$ cat config.mk
export PLATFORM = sky130hd
export DESIGN_NAME = multdiv_tracker
export DESIGN_NICKNAME = d
export VERILOG_FILES = /design/src/rtl/multdiv_tracker.sv
export SDC_FILE = /design/constraint.sdc
export NUM_CORES = 1
export LEC_CHECK = 0
export CAP_MARGIN = 20
export CELL_PAD_IN_SITES_DETAIL_PLACEMENT = 1
export CELL_PAD_IN_SITES_GLOBAL_PLACEMENT = 2
export CORE_ASPECT_RATIO = 0.7
export CORE_MARGIN = 1.5
export CORE_UTILIZATION = 37
export DETAILED_ROUTE_END_ITERATION = 7
export PLACE_DENSITY = 0.85
export SYNTH_ARGS = -nofsm -noshare
export SYNTH_HDL_FRONTEND = slang
export SYNTH_SLANG_ARGS = --single-unit
export TNS_END_PERCENT = 10
$ cat constraint.sdc
create_clock -name clock -period 3 [get_ports clock]
set_clock_uncertainty 0.1 [all_clocks]
set_input_delay 0.9 -clock clock [delete_from_list [all_inputs] [get_ports clock]]
set_output_delay 0.9 -clock clock [all_outputs]
set_load 0.01 [all_outputs]
$ cat src/rtl/multdiv_tracker.sv
// Occupancy/hazard tracker for in-flight multi-cycle mul/div ops: a 17-stage shift pipe
// with bypass requests and a P16 writeback handshake. Optional exception tracking: MULTDIV_EXC_EN.
module multdiv_tracker #(
  parameter int DEPTH = 17,
  parameter int RD_W  = 5
) (
  input  logic              clock,
  input  logic              clrn,
  input  logic              issue_valid,
  input  logic [31:0]       issue_insn,
  input  logic              flush,
  input  logic [RD_W-1:0]   src_rs,
  input  logic [RD_W-1:0]   src_rt,
  input  logic [RD_W-1:0]   src_rd,
  input  logic [2:0]        src_use,
  input  logic              wb_grant,
  input  logic              result_exc,
  output logic [DEPTH-1:0]  busy_stage,
  output logic [DEPTH-1:0]  bp_reqX,
  output logic              exc_piped,
  output logic              wb_req,
  output logic [RD_W-1:0]   wb_rd,
  output logic              wb_is_div,
  output logic              issue_stall,
  output logic [4:0]        inflight_cnt,
  output logic              exc_out
);

  logic [DEPTH-1:0] vld_p;
  logic [DEPTH-1:0] div_p;
  logic [RD_W-1:0]  rd_p [DEPTH];
  logic [4:0]       cnt;
  logic             frozen;
  logic             retire;
  logic             accept;
  logic             issue_div;

  // A result waiting at P16 without a grant freezes the whole pipe.
  assign frozen    = vld_p[DEPTH-1] & ~wb_grant;
  assign retire    = vld_p[DEPTH-1] & wb_grant;
  assign accept    = issue_valid & ~frozen & ~flush;
  assign issue_div = (issue_insn[6:2] == 5'd7);

  // P0..P16 occupancy shift pipe
  always_ff @(posedge clock or negedge clrn) begin
    if (!clrn) begin
      vld_p <= '0;
      div_p <= '0;
      for (int k = 0; k < DEPTH; k++) rd_p[k] <= '0;
    end else if (flush) begin
      vld_p <= '0;
    end else if (!frozen) begin
      vld_p   <= {vld_p[DEPTH-2:0], accept};
      div_p   <= {div_p[DEPTH-2:0], issue_div};
      rd_p[0] <= issue_insn[22 +: RD_W];
      for (int k = 1; k < DEPTH; k++) rd_p[k] <= rd_p[k-1];
    end
  end

  always_ff @(posedge clock or negedge clrn) begin
    if (!clrn)      cnt <= '0;
    else if (flush) cnt <= '0;
    else            cnt <= cnt + {4'd0, accept} - {4'd0, retire};
  end

  // r0 destinations never request a bypass.
  always_comb begin
    bp_reqX = '0;
    for (int k = 0; k < DEPTH; k++) begin
      bp_reqX[k] = vld_p[k] & (rd_p[k] != '0) &
                   ((src_use[0] & (rd_p[k] == src_rs)) |
                    (src_use[1] & (rd_p[k] == src_rt)) |
                    (src_use[2] & (rd_p[k] == src_rd)));
    end
  end

`ifdef MULTDIV_EXC_EN
  logic exc_p16;
  logic exc_out_q;

  // Only the P16 occupant can collect an exception; a new occupant arrives clean.
  always_ff @(posedge clock or negedge clrn) begin
    if (!clrn) begin
      exc_p16   <= 1'b0;
      exc_out_q <= 1'b0;
    end else begin
      exc_out_q <= retire & ~flush & (exc_p16 | result_exc);
      if (flush || !frozen) exc_p16 <= 1'b0;
      else                  exc_p16 <= exc_p16 | result_exc;
    end
  end

  assign exc_out   = exc_out_q;
  assign exc_piped = |vld_p;
  logic unused_bits;
  assign unused_bits = ^{issue_insn[31:22+RD_W], issue_insn[21:7], issue_insn[1:0]};
`else
  assign exc_out   = 1'b0;
  assign exc_piped = 1'b0;
  logic unused_bits;
  assign unused_bits = ^{issue_insn[31:22+RD_W], issue_insn[21:7], issue_insn[1:0], result_exc};
`endif

  assign busy_stage   = vld_p;
  assign wb_req       = vld_p[DEPTH-1];
  assign wb_rd        = rd_p[DEPTH-1];
  assign wb_is_div    = div_p[DEPTH-1];
  assign issue_stall  = frozen;
  assign inflight_cnt = cnt;

endmodule

; After elaboration in Yosys (flattened, before gate mapping)
; Index checks and enable logic that the tools add are counted.
[classes]
n_eq_ne = 53
n_reduce_logical = 18
add_sub_neg = 2
muxes = 3
bitwise = 126
[ops]
columns = cell, n
row1 = equality test 5 bit, 51
row2 = AND 1 bit, 89
row3 = nonzero test 5 bit, 17
row4 = two-way mux 17 bit, 2
row5 = bitwise OR 1 bit, 34
row6 = adder 5 x 1 -> 5 bit, 1
row7 = "equality test 5 x 3 -> 1 bit, second input constant", 1
row8 = two-way mux 5 bit, 1
row9 = subtractor 5 x 1 -> 5 bit, 1
row10 = inverter 1 bit, 3
row11 = "inequality test 2 bit, second input constant", 1
row12 = AND reduction 2 bit, 1
[word_totals]
input_bits = 56
reg_bits = 124
word_cells = 222
output_inout_bits = 49

; Longest topological paths before layout
[logic_depth]
ltp_word = 8
ltp_mapped = 16
depth_no_buf = 13

; Least setup slack after synthesis
; OpenSTA, ideal clock, no wires.
[synth_timing]
kind = input port to flip-flop
start = input port wb_grant
end = register cnt[4] (netlist: inflight_cnt[4])
arrival_time_ns = 2.973
path_buffers = 3
cell_stages = 16
required_ns = 2.766
slack_ns = -0.207
setup_ns = 0.134
path_cell_list = nand2b_1 > buf_4 > inv_4 > nor2_4 > buf_6 > buf_6 > nand2_1 > ha_1 > inv_1 > ha_1 > inv_1 > fa_1 > nor2b_1 > o21ai_0 > a21oi_1 > nor3b_1
[synth_via]
elab_chain_cells = 8
word_cells_on_any_way = 9
cone_classes = 2 x add/sub / 1 x mux / 6 x bitwise
[synth_rtl]
columns = element, line
row1 = "start, declared", 16  ; input logic wb_grant,
row2 = inverter 1 bit, 39  ; assign frozen = vld_p[DEPTH-1] & ~wb_grant;
row3 = AND 1 bit, 39
row4 = inverter 1 bit (no line), --
row5 = AND 1 bit (2 in a row), 41  ; assign accept = issue_valid & ~frozen & ~flush;
row6 = adder 5 x 1 -> 5 bit, 63  ; else cnt <= cnt + {4'd0, accept} - {4'd0, retire};
row7 = subtractor 5 x 1 -> 5 bit *, 63
row8 = two-way mux 5 bit *, 62  ; else if (flush) cnt <= '0;
row9 = "end signal, assigned", 63
row10 = "end, declared", 32  ; logic [4:0] cnt;
; Every way passes the cells marked *; elsewhere a longest branch is shown, timed or not.
; A chain may end at the register's enable or synchronous reset.

; Worst setup path in the final report
[layout_timing]
start = input port src_rd[0]
end = output port bp_reqX[4]
[layout_via]
elab_chain_cells = 4
[layout_rtl]
columns = element, line
row1 = "start, declared", 14  ; input logic [RD_W-1:0] src_rd,
row2 = equality test 5 bit, 73  ; (src_use[2] & (rd_p[k] == src_rd)));
row3 = AND 1 bit, 73
row4 = bitwise OR 1 bit, 72  ; (src_use[1] & (rd_p[k] == src_rt)) |
row5 = AND 1 bit, 70  ; bp_reqX[k] = vld_p[k] & (rd_p[k] != '0) &
row6 = "end, declared", 19  ; output logic [DEPTH-1:0] bp_reqX,
; No other way between the ends.

==> flow_summary.json <==
{
  "grt_overflow": 0,
  "status": "complete, but fails checks",
  "pwr_density_cell_nw_per_um2": 725,
  "critPathMaxFanout": 5,
  "endpoint_kind": "output port",
  "vias": 6803,
  "row_count": 47,
  "fp.dieW_um": 190,
  "critical_path_class": "input pin to output port",
  "internal-power_mw": 5.26,
  "clock_latency_ps": 430,
  "ys_ff_latch": 124,
  "synth_enable_flop_cells": 0,
  "detail_route.vias_per_cell": 5.29,
  "max_freq_ghz": 0.302,
  "area_delta_synth_final_pct": 30.0,
  "cts_max_path_buffers": 2,
  "grt_pass1_wl_um": 47000,
  "wl_per_cell_um": 23.7,
  "p_leak_nw": 5.07,
  "timing.final.ws_setup_ps": -311,
  "maxSlewViolCount": 0,
  "clockPowerShare": 0.253,
  "switchingPower_mw": 3.30,
  "ys_types": 40,
  "antenna_left": 0,
  "firstDrtPassIters": 6,
  "synthesis.instances": 861,
  "avgSynthCellArea_um2": 10.5,
  "drc": 0,
  "port_buffers": 79,
  "cts_sinks": 124,
  "synthesis.area_um2": 9070,
  "setup_viol": 17,
  "start_util": 0.380,
  "place_hpwl_um": 19400,
  "worst_pin_slew_ps": 833,
  "routed_wl_um": 30500,
  "fin_crit_ps": 3310,
  "cts-root-buf": "clkbuf_16",
  "drtIter0Drc": 403,
  "finalPower_mw": 8.55,
  "worstPathArrival_ps": 2310,
  "gp_congestion": 0.835,
  "required_ps": 2000,
  "core_um2": 23900,
  "hold_buffers": 0,
  "drive_above_1_share": 0.369,
  "failed_checks": "negative setup slack",
  "place_ws_ps": -1110,
  "htreeDepth": 4,
  "startpoint_type": "input pin",
  "seqPwrFrac": 0.376,
  "post-route-util": 0.494,
  "fin_area_um2": 11800,
  "clk_pin_slew_ps": 60,
  "max_stage_delay_ps": 250,
  "relSlewSlack": 0.445,
  "slowest_stage": "nor4_1",
  "yosys_warnings": 0,
  "timing.setup.tns_ps": -4370,
  "dieArea_um2": 25500,
  "cts_buffers": 17,
  "grt_usage": 0.248,
  "grt_pass1_vias": 7362,
  "rsz0062_at_grt": "yes",
  "cp_top_family": "buffers and inverters",
  "drv_cap": 0,
  "comb_power_share": 0.371,
  "die_h_um": 134,
  "ir_drop_v": 0.000452,
  "finalCritPeriodShare": 1.10,
  "path_cells": "buf_6 > buf_12 > buf_12 > buf_4 > xor2_1 > nor4_1 > nand3_1 > a31oi_2 > buf_2",
  "switching_share": 0.385,
  "cts_tree": "yes",
  "place_area_um2": 10500,
  "n_antenna_cell": 0,
  "grt_max_degree": 56,
  "worstHoldPathType": "input pin to async pin",
  "ys_async_sr_fraction": 1.00,
  "ys.flop_type": "dfrtp_1",
  "io_pins": 105,
  "final-hold-violation-count": 0,
  "antenna_found_initial": 0,
  "path_buf_inv": 5,
  "synth_seq_area_share": 0.342,
  "cp_common_cell": "buf_12",
  "nNetsFinal": 1017
}
[layer usage]
| metal | share of wire | vias up | global-route usage | wire length [um] |
|---|---|---|---|---|
| met4 | 0.024 | 0 | 0.0866 | 731 |
| li1 | - | 3036 | - | - |
| met5 | 0 | - | 0 | 0 |
| met2 | 0.47 | 200 | 0.387 | 14200 |
| met1 | 0.46 | 3515 | 0.345 | 14000 |
| met3 | 0.050 | 52 | 0.0468 | 1510 |
[cells by family after synthesis]
logic type,after synthesis,share of synthesized area
xor+xnor,257,0.248
compound gates,56,0.0339
other cells,1,0.000413
buf+inv,150,0.102
flops,124,0.342
fa+ha+maj,6,0.00910
mux,101,0.158
simple gates,166,0.106
[registers in the layout (all words and copies together) (netlist names)]
signal,cells
inflight_cnt,5
rd_p,80
wb_rd,5
busy_stage,17
div_p,17
[cell type report]
cell class                      instances  area [um2]
Clock buffer                           19         443
Clock inverter                         13         166
Fill cell                            2528       12100
Inverter                                8        32.5
Multi-Input combinational cell        588        5350
Sequential cell                       124        3100
Tap cell                              318         398
Timing Repair Buffer                  216        2300
[stage by stage]
step                instances  hold slack (ps)
floorplan                 862              372
global placement         1214              383
detailed placement       1214              392
CTS                      1282              399
global route             1286              414
finish                   1286              390
[cells in the mapped netlist, drive strengths merged, types with 3 or more instances]
cell	number	share of area
buf	79	0.070
xnor2	51	0.049
a21oi	18	0.0099
a31oi	17	0.012
nor4	51	0.041
or4	17	0.014
nor2b	3	0.0021
nor2	5	0.0029
inv	8	0.0036
nand2	33	0.014
xor2	206	0.20
mux2	101	0.16
ha	5	0.0069
nand3	52	0.029
o21ai	19	0.010
dfrtp	124	0.34
clkbuf	62	0.027
[worst register-to-register path: cells and delay by family (launching register included)]
| family | cells | cell delay (ps) |
|---|---|---|
| buf+inv | 3 | 160 |
| fa+ha+maj | 3 | 670 |
| flops | 1 | 480 |
| compound gates | 2 | 290 |
| simple gates | 5 | 540 |
[power groups by stage]
stage	Clock, mW	Sequential (mW)	Combinational, mW
final	2.16	3.22	3.17
after global routing	2.27	3.29	3.41
after CTS	2.20	3.18	3.01
after detailed placement	0	3.18	2.84
after global placement	0	3.15	2.71
after floorplan	0	2.32	2.88
[final timing paths]
| check | endpoint | slack [ps] | cells after the start | start |
|---|---|---|---|---|
| setup / recovery | bp_reqX[4] | -310 | 9 | src_rd[0] |
| hold / removal | rd_p[25] | 390 | 1 | clrn |
| setup reg to reg | inflight_cnt[4] | 630 | 13 | busy_stage[16] |
| hold reg to reg | div_p[1] | 400 | 1 | div_p[0] |
| max in group asynchronous | div_p[16] | 1670 | 2 | clrn |
| min in group clock | div_p[1] | 400 | 1 | div_p[0] |
[timing repair]
action | 4_1_cts | 5_1_grt
buffers inserted | 32 | 4
gates cloned | 4 | 0
setup endpoints to repair | 18 | 18
pin swaps | 79 | 22
endpoints found under the hold margin | 0 | 0
resized for setup | 193 | 23
[placed cells by master (no fill, tap or decap), types with 22 or more instances in the layout]
master / synthesis / routed
buf_2: 12 / 22
xnor2_1: 51 / 51
nor4_2: 9 / 30
clkdlybuf4s50_1: 0 / 45
buf_4: 18 / 84
mux2_4: 79 / 79
nand2_1: 33 / 32
dfrtp_1: 124 / 124
nand3_1: 52 / 52
buf_12: 1 / 36
xor2_1: 206 / 200
Power figures use the tool's default switching activity.
